===== config.mk =====
export PLATFORM = sky130hd
export DESIGN_NAME = seq_restoring_divider
export DESIGN_NICKNAME = d
export VERILOG_FILES = /design/src/rtl/seq_restoring_divider.sv
export SDC_FILE = /design/constraint.sdc
export NUM_CORES = 1
export LEC_CHECK = 0
export ABC_AREA = 0
export CAP_MARGIN = 40
export CORE_UTILIZATION = 40
export CTS_BUF_LIST = sky130_fd_sc_hd__clkbuf_16
export DETAILED_ROUTE_END_ITERATION = 8
export MAX_ROUTING_LAYER = met4
export PLACE_DENSITY = 0.65
export SLEW_MARGIN = 10
export SYNTH_ARGS = -nofsm -noshare
export SYNTH_HDL_FRONTEND = slang
export SYNTH_SLANG_ARGS = --single-unit
export TNS_END_PERCENT = 30

===== constraint.sdc =====
create_clock -name clk -period 3.05 [get_ports clk]
set_input_delay 0.305 -clock clk [delete_from_list [all_inputs] [get_ports clk]]
set_output_delay 0.305 -clock clk [all_outputs]
set_load 0.05 [all_outputs]

===== src/rtl/seq_restoring_divider.sv =====
// rtl/seq_restoring_divider.sv - multi-cycle unsigned restoring divider with start/busy/done handshake
module seq_restoring_divider #(
  parameter int WIDTH = 8
) (
  input  logic             clk,
  input  logic             reset,
  input  logic             start,
  input  logic [WIDTH-1:0] dividend,
  input  logic [WIDTH-1:0] divisor,
  output logic             busy,
  output logic             done,
  output logic [WIDTH-1:0] quotient,
  output logic [WIDTH-1:0] remainder,
  output logic             div_by_zero
);

  localparam int CW = $clog2(WIDTH + 1);

  typedef enum logic [1:0] {
    S_IDLE = 2'd0,
    S_CALC = 2'd1,
    S_DONE = 2'd2
  } state_e;

  state_e           state_q, state_d;
  logic [CW-1:0]    cnt_q, cnt_d;
  logic [WIDTH-1:0] rem_q, rem_d;
  logic [WIDTH-1:0] quo_q, quo_d;
  logic [WIDTH-1:0] dvs_q, dvs_d;
  logic [WIDTH-1:0] quotient_q, quotient_d;
  logic [WIDTH-1:0] remainder_q, remainder_d;
  logic             dbz_q, dbz_d;

  // One restoring step: shift {R,Q} left, trial-subtract the divisor from the
  // WIDTH+1 bit partial remainder (the extra bit is the guard bit).
  logic [WIDTH:0]   shifted_r;
  logic [WIDTH+1:0] trial;
  logic             trial_ok;
  logic [WIDTH-1:0] step_r;
  logic [WIDTH-1:0] step_q;

  // Trial subtraction for the current CALC step
  always_comb begin
    shifted_r = {rem_q, quo_q[WIDTH-1]};
    trial     = {1'b0, shifted_r} - {2'b00, dvs_q};
    // A non-negative difference is always below the divisor, so both top bits
    // are zero exactly when the subtraction succeeded.
    trial_ok  = (trial[WIDTH+1:WIDTH] == 2'b00);
    step_r    = trial_ok ? trial[WIDTH-1:0] : shifted_r[WIDTH-1:0];
    step_q    = {quo_q[WIDTH-2:0], trial_ok};
  end

  // State register
  always_ff @(posedge clk or posedge reset) begin
    if (reset) begin
      state_q <= S_IDLE;
    end else begin
      state_q <= state_d;
    end
  end

  // Next-state and datapath next values
  always_comb begin
    state_d     = state_q;
    cnt_d       = cnt_q;
    rem_d       = rem_q;
    quo_d       = quo_q;
    dvs_d       = dvs_q;
    quotient_d  = quotient_q;
    remainder_d = remainder_q;
    dbz_d       = dbz_q;
    unique case (state_q)
      S_IDLE: begin
        if (start) begin
          dvs_d = divisor;
          dbz_d = 1'b0;
          if (divisor == '0) begin
            quotient_d  = '1;
            remainder_d = dividend;
            dbz_d       = 1'b1;
            state_d     = S_DONE;
          end else begin
            cnt_d   = '0;
            rem_d   = '0;
            quo_d   = dividend;
            state_d = S_CALC;
          end
        end
      end
      S_CALC: begin
        rem_d = step_r;
        quo_d = step_q;
        cnt_d = cnt_q + CW'(1);
        if (cnt_q == CW'(WIDTH - 1)) begin
          quotient_d  = step_q;
          remainder_d = step_r;
          state_d     = S_DONE;
        end
      end
      S_DONE: begin
        state_d = S_IDLE;
      end
      default: begin
        state_d = S_IDLE;
      end
    endcase
  end

  // Datapath and result registers
  always_ff @(posedge clk or posedge reset) begin
    if (reset) begin
      cnt_q       <= '0;
      rem_q       <= '0;
      quo_q       <= '0;
      dvs_q       <= '0;
      quotient_q  <= '0;
      remainder_q <= '0;
      dbz_q       <= 1'b0;
    end else begin
      cnt_q       <= cnt_d;
      rem_q       <= rem_d;
      quo_q       <= quo_d;
      dvs_q       <= dvs_d;
      quotient_q  <= quotient_d;
      remainder_q <= remainder_d;
      dbz_q       <= dbz_d;
    end
  end

  assign busy        = (state_q != S_IDLE);
  assign done        = (state_q == S_DONE);
  assign quotient    = quotient_q;
  assign remainder   = remainder_q;
  assign div_by_zero = dbz_q;

endmodule

# After elaboration in Yosys (flattened, before gate mapping)
# Index checks and enable logic that the tools add are counted.
# op_classes
add_sub_neg	2
n_eq_ne	7
n_mux	23
n_reduce_logical	9
# ops
cell	n
$mux W8	11
$pmux W8 S2	4
$sub A9 B8 Y10	1
$logic_not A8 Y1	1
$mux W4	2
$ne A2 B2 Y1 const B	4
$pmux W4 S2	1
$mux W2	3
$add A4 B1 Y4 const B	1
$eq A4 B3 Y1 const B	1
$logic_not A2 Y1	2
$pmux W2 S2	1
$reduce_and A2 Y1	2
$reduce_and A4 Y1	1
$reduce_bool A2 Y1	2
$reduce_and A3 Y1	1
$eq A2 B1 Y1 const B	1
$eq A2 B2 Y1 const B	1
$mux W1	1
# totals
reg_bits	47
in_bits	19
out_inout_bits	19
word_cells	49

# Depth between registers and ports, before layout
# Gate-level depths: netlist (run 1).
# depth
word_depth	5
ltp_mapped	12
mapped_depth_nobuf	11

# Least setup slack after synthesis (run 1)
# No wires, ideal clock.
# synth_timing
path_kind	register to register
from	register quo_q[7]
to	register rem_q[3]
setup_ns	0.132
arrival_time_ns	2.369
required_ns	2.918
slack_ns	0.549
stages_incl_launch_ff	13
path_buffers	1
period_less_slack_ns	2.501
cell_sequence	dfrtp_1 inv_1 ha_1 inv_1 fa_1 a211oi_2 nor3_2 a2111oi_4 xnor2_1 nand2b_1 buf_6 mux2i_1 o21ai_1
# synth_via
elab_chain_cells	4
# synth_rtl
element	line	text
from (decl)	28	logic [WIDTH-1:0] quo_q, quo_d;
from (signal assigned)	122	quo_q <= quo_d;
$sub A9 B8 Y10 *	45	trial = {1'b0, shifted_r} - {2'b00, dvs_q};
$logic_not A2 Y1	48	trial_ok = (trial[WIDTH+1:WIDTH] == 2'b00);
$mux W8 *	49	step_r = trial_ok ? trial[WIDTH-1:0] : shifted_r[WIDTH-1:0];
$pmux W8 S2 *	72	unique case (state_q)
to (signal assigned)	121	rem_q <= rem_d;
to (decl)	27	logic [WIDTH-1:0] rem_q, rem_d;
# Mark *: on every way between the ends. The rest lies on a longest branch, timed or not.
# A chain may end at the register's enable or synchronous reset.

# Worst setup path after layout (run 1)
# layout_timing
from	register quo_q[7]
to	register remainder_q[7], in the netlist remainder[7]
# layout_via
elab_chain_cells	5
# layout_rtl
element	line	text
$sub A9 B8 Y10 *	45	
$logic_not A2 Y1	48	
$mux W8 *	49	
$mux W8 *	94	if (cnt_q == CW'(WIDTH - 1)) begin
$pmux W8 S2 *	72	
to (signal assigned)	125	remainder_q <= remainder_d;
to (decl)	31	logic [WIDTH-1:0] remainder_q, remainder_d;
# Mark *: on every way between the ends. The rest lies on a longest branch, timed or not. The select of a mux whose other input is x is not followed.

==> flow_summary_export.csv, run 1 <==
group,metric,value,unit
route,wirelength,5.536,mm
die,initial_core_util,41.63,%
power,p_leak,0.001329,uW
timing,slew_headroom,65.26,%
route,vias,2042,
finish,drive_gt1_share,8.278,%
global_routing,antenna_found_initial,0,
setup_path,reg2reg_slack,120,ps
clocking,clk_pin_slew,60,ps
finish,instances_no_fill,377,
logic_synthesis,netlist_instances,262,
timing,whs,317.3,ps
logic_synthesis,avgSynthCellArea,9.408,sq um
route,firstDrtPassIters,4,
finish,final_common_cell,"dfrtp_1",
clocking,clock_sinks,47,
logic_synthesis,async_flop_share,100.0,%
timing,rsz0062_at_grt,"true",
placed_design,dpl.cell_count,369,
logic_synthesis,yosys_warnings,0,
power,max-vdd-ir-drop,0.5909,mV
clocking,htree_levels,2,
timing,worstMarginPinSlew,519.5,ps
route,drc_errors,0,
job,cap_violations,0,
setup_path,crit_arrival,3100,ps
setup_path,critPathKind,"reg -> reg",
global_routing,grt_pass1_wl,9.411,mm
setup_path,endpoint_kind,"flip-flop",
finish,n_antenna_cell,0,
run_status,status,"finished clean",
logic_synthesis,synth.yosys.seq_area_share,47.72,%
timing,period_needed,2933,ps
timing,hold_viol,0,
logic_synthesis,syn_area,2465,sq um
logic_synthesis,synth-edff-count,0,
placed_design,gp_congestion,0.7822,
timing,fin_skew,7.715,ps
clocking,clockBufferDepth,2,
timing,max_freq,0.3410,GHz
timing,final-setup-viol-count,0,
timing,worst_slack,117.1,ps
clocking,cts_made_buffers,5,
power,fin_total_pwr,4023,uW
finish,most-common-layout-cells,"dfrtp_1 (47), nand2_1 (43), clkdlybuf4s50_1 (37)",
route,drtIter0Drc,107,
global_routing,grt-ovfl-total,0,
route,post_drt_wl_per_cell,14.68,um
logic_synthesis,synth_fp_nets,291,
logic_synthesis,yosysUniqueCellTypes,45,
worst_hold_path,hold_class,"in -> async",
clocking,cts_tree,"built",
clocking,clock_latency,290,ps
die,core.rowCount,28,
finish,flow.area_growth_from_synthesis,26.19,%
setup_path,r2r_cells,12,
die,die_area,6480,sq um
setup_path,r2r-start,"quo_q[7]",
global_routing,grt_usage,19.94,%
setup_path,timing.critical_path.fanout_max,5,
setup_path,crit-reg2reg-capture,"remainder[7]",
timing,post-route-period-util,96.16,%
die,die_w,80.50,um
logic_synthesis,synth-seq-cells,47,
setup_path,cp-start-kind,"flip-flop",
die,core-area,5921,sq um
route,ant_nets,0,
route,via_per_inst,5.416,
placed_design,hpwl,4.068,mm
finish,nNetsFinal,331,
timing,final-max-slew-violation-count,0,
clocking,ctsHoldBuffers,0,
placed_design,io_buffers,37,
placed_design,post-place-ws,148.0,ps
power,p_per_area,1293,nW/um^2
global_routing,grt_max_degree,32,
global_routing,grt_pass1_vias,1896,
clocking,cts_root_buffer,"clkbuf_16",
die,die_h,80.50,um
logic_synthesis,yosys_most_used_dff,"dfrtp_1",
die,io-pin-count,38,
setup_path,worstPathRequired,3210,ps
==> layer usage <==
metal / part of all wire, % / GRT usage (%)
met4: 1.3 / 7.857
met5: 0 / -
met3: 3.1 / 3.523
met1: 46 / 24.61
met2: 49 / 32.37
==> worst max-delay path, cell delays in order (launching register included) <==
cell       delay (ps)
dfrtp_1           410
inv_1              80
ha_1              170
inv_1              50
fa_1              430
a211oi_2          260
nor3_2             90
a2111oi_4         440
buf_4             210
xor2_1             90
o211a_1           230
a21oi_1           220
a31oi_1           120
==> cells in the mapped netlist (2+ instances only) <==
| library cell | number | area share (%) |
|---|---|---|
| or3_1 | 2 | 0.51 |
| inv_1 | 12 | 1.8 |
| clkbuf_1 | 7 | 1.1 |
| o21a_1 | 3 | 0.91 |
| o21ai_1 | 9 | 1.8 |
| nand3_1 | 2 | 0.41 |
| o211ai_1 | 2 | 0.61 |
| nand2b_1 | 2 | 0.51 |
| nor2b_1 | 8 | 2.0 |
| a21oi_1 | 7 | 1.4 |
| buf_2 | 2 | 0.41 |
| dfrtp_1 | 47 | 48 |
| a21o_1 | 2 | 0.61 |
| nor4_1 | 2 | 0.51 |
| and2_1 | 2 | 0.51 |
| xnor2_1 | 4 | 1.4 |
| or2_2 | 2 | 0.51 |
| nor2_1 | 25 | 3.8 |
| ha_1 | 9 | 4.6 |
| nand2_1 | 43 | 6.5 |
| o21ai_0 | 17 | 3.5 |
| mux2i_1 | 4 | 1.6 |
| o22a_1 | 8 | 2.8 |
| a211oi_1 | 2 | 0.61 |
| xor2_1 | 3 | 1.1 |
| a31oi_1 | 17 | 4.3 |
==> flip-flops by register name (all words and copies together) (netlist names) <==
| name | cells |
|---|---|
| cnt_q | 4 |
| div_by_zero | 1 |
| dvs_q | 8 |
| quo_q | 8 |
| quotient | 8 |
| rem_q | 8 |
| remainder | 8 |
| state_q | 2 |
==> worst max-delay path by stage <==
stage	from	cells past startpoint	end	slack (ps)
after CTS	quo_q[7]	11	remainder[4]	110
after global routing	quo_q[7]	12	remainder[0]	-20
final	quo_q[7]	12	remainder[7]	120
after global placement	quo_q[7]	11	remainder[4]	130
after floorplan	quo_q[7]	12	rem_q[3]	550
after detailed placement	quo_q[7]	11	remainder[4]	150
==> kinds of logic after synthesis <==
family	after synthesis	share of synthesized area [%]
buffers and inverters	23	4.061
multiplexers	5	2.081
adder cells (fa/ha/maj)	10	5.381
flip-flops	47	47.72
AO/OA/AOI/OAI	76	21.07
AND/OR/NAND/NOR	94	17.21
XOR/XNOR	7	2.487
==> cell type report <==
class,instances,area (sq um)
fill,551,2810
sequential,47,1176
clock inverter,2,37.54
tap,75,93.84
inverter,12,45.04
clock buffer,5,125.1
timing repair buffer,44,435.4
multi-input combinational,192,1197
==> metrics by stage <==
step | area, sq um | TNS (ps) | utilization, %
final | 3110 | 0 | 52.54
after global routing | 3110 | -41.18 | 52.54
after CTS | 3094 | 0 | 52.26
after detailed placement | 2932 | 0 | 49.51
after global placement | 2912 | 0 | 49.18
after floorplan | 2465 | 0 | -
==> where the power goes <==
group          internal [uW]  switching (uW)
clock network            382             227
registers                908             204
logic                    935            1370
total                   2220            1800
==> repair_timing <==
item	CTS	global route
resized for setup	0	2
setup endpoints to repair	0	9
buffers inserted	0	1
No activity file was read; power rests on OpenSTA's default activity.
==> inputs of run 2 (changes only) <==
--- a/config.mk
+++ b/config.mk
@@ -7,6 +7,7 @@
 export LEC_CHECK = 0
 export ABC_AREA = 0
 export CAP_MARGIN = 40
+export CORE_ASPECT_RATIO = 0.7
 export CORE_UTILIZATION = 40
 export CTS_BUF_LIST = sky130_fd_sc_hd__clkbuf_16
 export DETAILED_ROUTE_END_ITERATION = 8
==> run 2 against run 1 <==
Effect of this change:
- combinational power increased by 3%
- cell count increased by 1.6%
- count of clock-buffer cells in the layout unchanged
- critical path depth unchanged
- clock power decreased by 14%
- register-to-register slack improved by 90 ps
- worst hold slack got worse by 45 ps
- sequential power about the same
- critical path type unchanged
- largest cell class unchanged
==> flow_summary_export.csv, run 2 (synthesis gave the netlist of run 1 again) <==
group,metric,value,unit
route,ant_nets,0,
route,vias,2044,
die,core-area,5842,sq um
die,die_area,6485,sq um
clocking,cts_resized,0,
clocking,cts_tree,"built",
timing,worst_slack,206.6,ps
placed_design,io_buffers,37,
global_routing,grt-ovfl-total,0,
global_routing,use_met1,30.92,%
timing,slew_headroom,66.43,%
route,drtIter0Drc,129,
clocking,clock_latency,290,ps
clocking,clockBufferDepth,2,
finish,drive_gt1_share,8.766,%
global_routing,use_met3,4.392,%
global_routing,grtUsageMet2,31.34,%
route,drc_errors,0,
setup_path,crit_arrival,3050,ps
die,initial_core_util,42.19,%
clocking,cts_made_buffers,5,
route,wirelength,5.933,mm
global_routing,grt_pass1_vias,1991,
clocking,ctsHoldBuffers,0,
finish,nNetsFinal,336,
finish,flow.area_growth_from_synthesis,26.85,%
global_routing,grt_usage,21.75,%
clocking,htree_levels,2,
timing,post-route-period-util,93.23,%
finish,n_antenna_cell,0,
setup_path,timing.critical_path.fanout_max,4,
worst_hold_path,hold_class,"in -> async",
timing,period_needed,2843,ps
timing,hold_viol,0,
setup_path,endpoint_kind,"flip-flop",
setup_path,worstPathRequired,3260,ps
timing,rsz0062_at_grt,"false",
power,p_per_area,1280,nW/um^2
timing,final-max-slew-violation-count,0,
finish,final_common_cell,"dfrtp_1",
global_routing,antenna_found_initial,0,
placed_design,post-place-ws,170.1,ps
timing,setup-tns-final,0,ps
finish,most-common-layout-cells,"dfrtp_1 (47), nand2_1 (43), clkdlybuf4s50_1 (37)",
global_routing,grt_busiest_layer,"met2",
clocking,clock_sinks,47,
setup_path,r2r_cells,12,
timing,max_freq,0.3517,GHz
route,post_drt_wl_per_cell,15.49,um
route,via_per_inst,5.337,
timing,worstMarginPinSlew,501.9,ps
die,die_h,67.68,um
timing,fin_skew,4.751,ps
run_status,status,"finished clean",
placed_design,gp_congestion,0.8088,
setup_path,r2r-start,"quo_q[7]",
setup_path,reg2reg_slack,210,ps
timing,final-setup-viol-count,0,
clocking,clk_pin_slew,60,ps
die,core.rowCount,23,
power,max-vdd-ir-drop,0.5134,mV
placed_design,hpwl,4.380,mm
die,die_w,95.83,um
setup_path,cp-start-kind,"flip-flop",
clocking,cts_root_buffer,"clkbuf_16",
global_routing,grt_max_degree,38,
job,cap_violations,0,
global_routing,grt_pass1_wl,10.04,mm
setup_path,crit-reg2reg-capture,"remainder[1]",
die,io-pin-count,38,
setup_path,critPathKind,"reg -> reg",
power,p_leak,0.001355,uW
clocking,cts_post_setup_buffers_inserted,0,
route,firstDrtPassIters,4,
## run 2: worst max-delay path by stage
stage | cells past startpoint | slack, ps | startpoint | to
floorplan | 12 | 550 | quo_q[7] | rem_q[3]
global placement | 11 | 290 | quo_q[7] | remainder[5]
detailed placement | 11 | 170 | quo_q[7] | remainder[4]
CTS | 11 | 120 | quo_q[7] | rem_q[4]
global route | 11 | 8 | quo_q[7] | remainder[4]
finish | 12 | 210 | quo_q[7] | remainder[1]
## run 2: report_power, final
group	internal, uW	total, uW	switching, uW
registers	908	1120	215
clock network	296	521	225
logic	967	2360	1390
total	2170	4000	1830
## run 2: cell type report
cell class	count	area, sq um
Clock buffer	5	125.1
Multi-Input combinational cell	192	1189
Timing Repair Buffer	49	485.5
Sequential cell	47	1176
Tap cell	75	93.84
Fill cell	555	2715
Clock inverter	3	12.51
Inverter	12	45.04
## run 2: worst max-delay path: stages, from the launching register on
cell and delay, ps:
dfrtp_1 390, inv_1 70, ha_1 180, inv_1 70, fa_1 430, a211oi_2 260, nor3_2 90, a2111oi_4 400
buf_4 200, nor2b_1 170, o21ai_0 90, a31o_2 240, a31oi_1 160
## run 2: routing by layer
| metal | wire length, um | part of all wire (%) | vias to the layer above |
|---|---|---|---|
| met4 | 65 | 1.1 | 0 |
| li1 | - | - | 1012 |
| met5 | 0 | 0 | - |
| met2 | 2506 | 42 | 46 |
| met1 | 3092 | 52 | 978 |
| met3 | 269 | 4.5 | 8 |
## run 2: per-stage QoR
step	hold WS (ps)	cells	power (uW)	util (%)	cell area, sq um
floorplan	421.8	262	2806	-	2465
global placement	493.9	371	3360	50.44	2947
detailed placement	500.1	372	3416	50.78	2967
CTS	280.3	380	3956	53.14	3104
global route	319.0	383	4333	53.52	3127
finish	272.0	383	4002	53.52	3127
==> inputs of run 3 (changes only) <==
--- a/config.mk
+++ b/config.mk
@@ -11,6 +11,7 @@
 export CORE_UTILIZATION = 40
 export CTS_BUF_LIST = sky130_fd_sc_hd__clkbuf_16
 export DETAILED_ROUTE_END_ITERATION = 8
+export HOLD_SLACK_MARGIN = 0.05
 export MAX_ROUTING_LAYER = met4
 export PLACE_DENSITY = 0.65
 export SLEW_MARGIN = 10
==> results of run 3 <==
Final layout, timing and power as in run 2 (identical DEF).
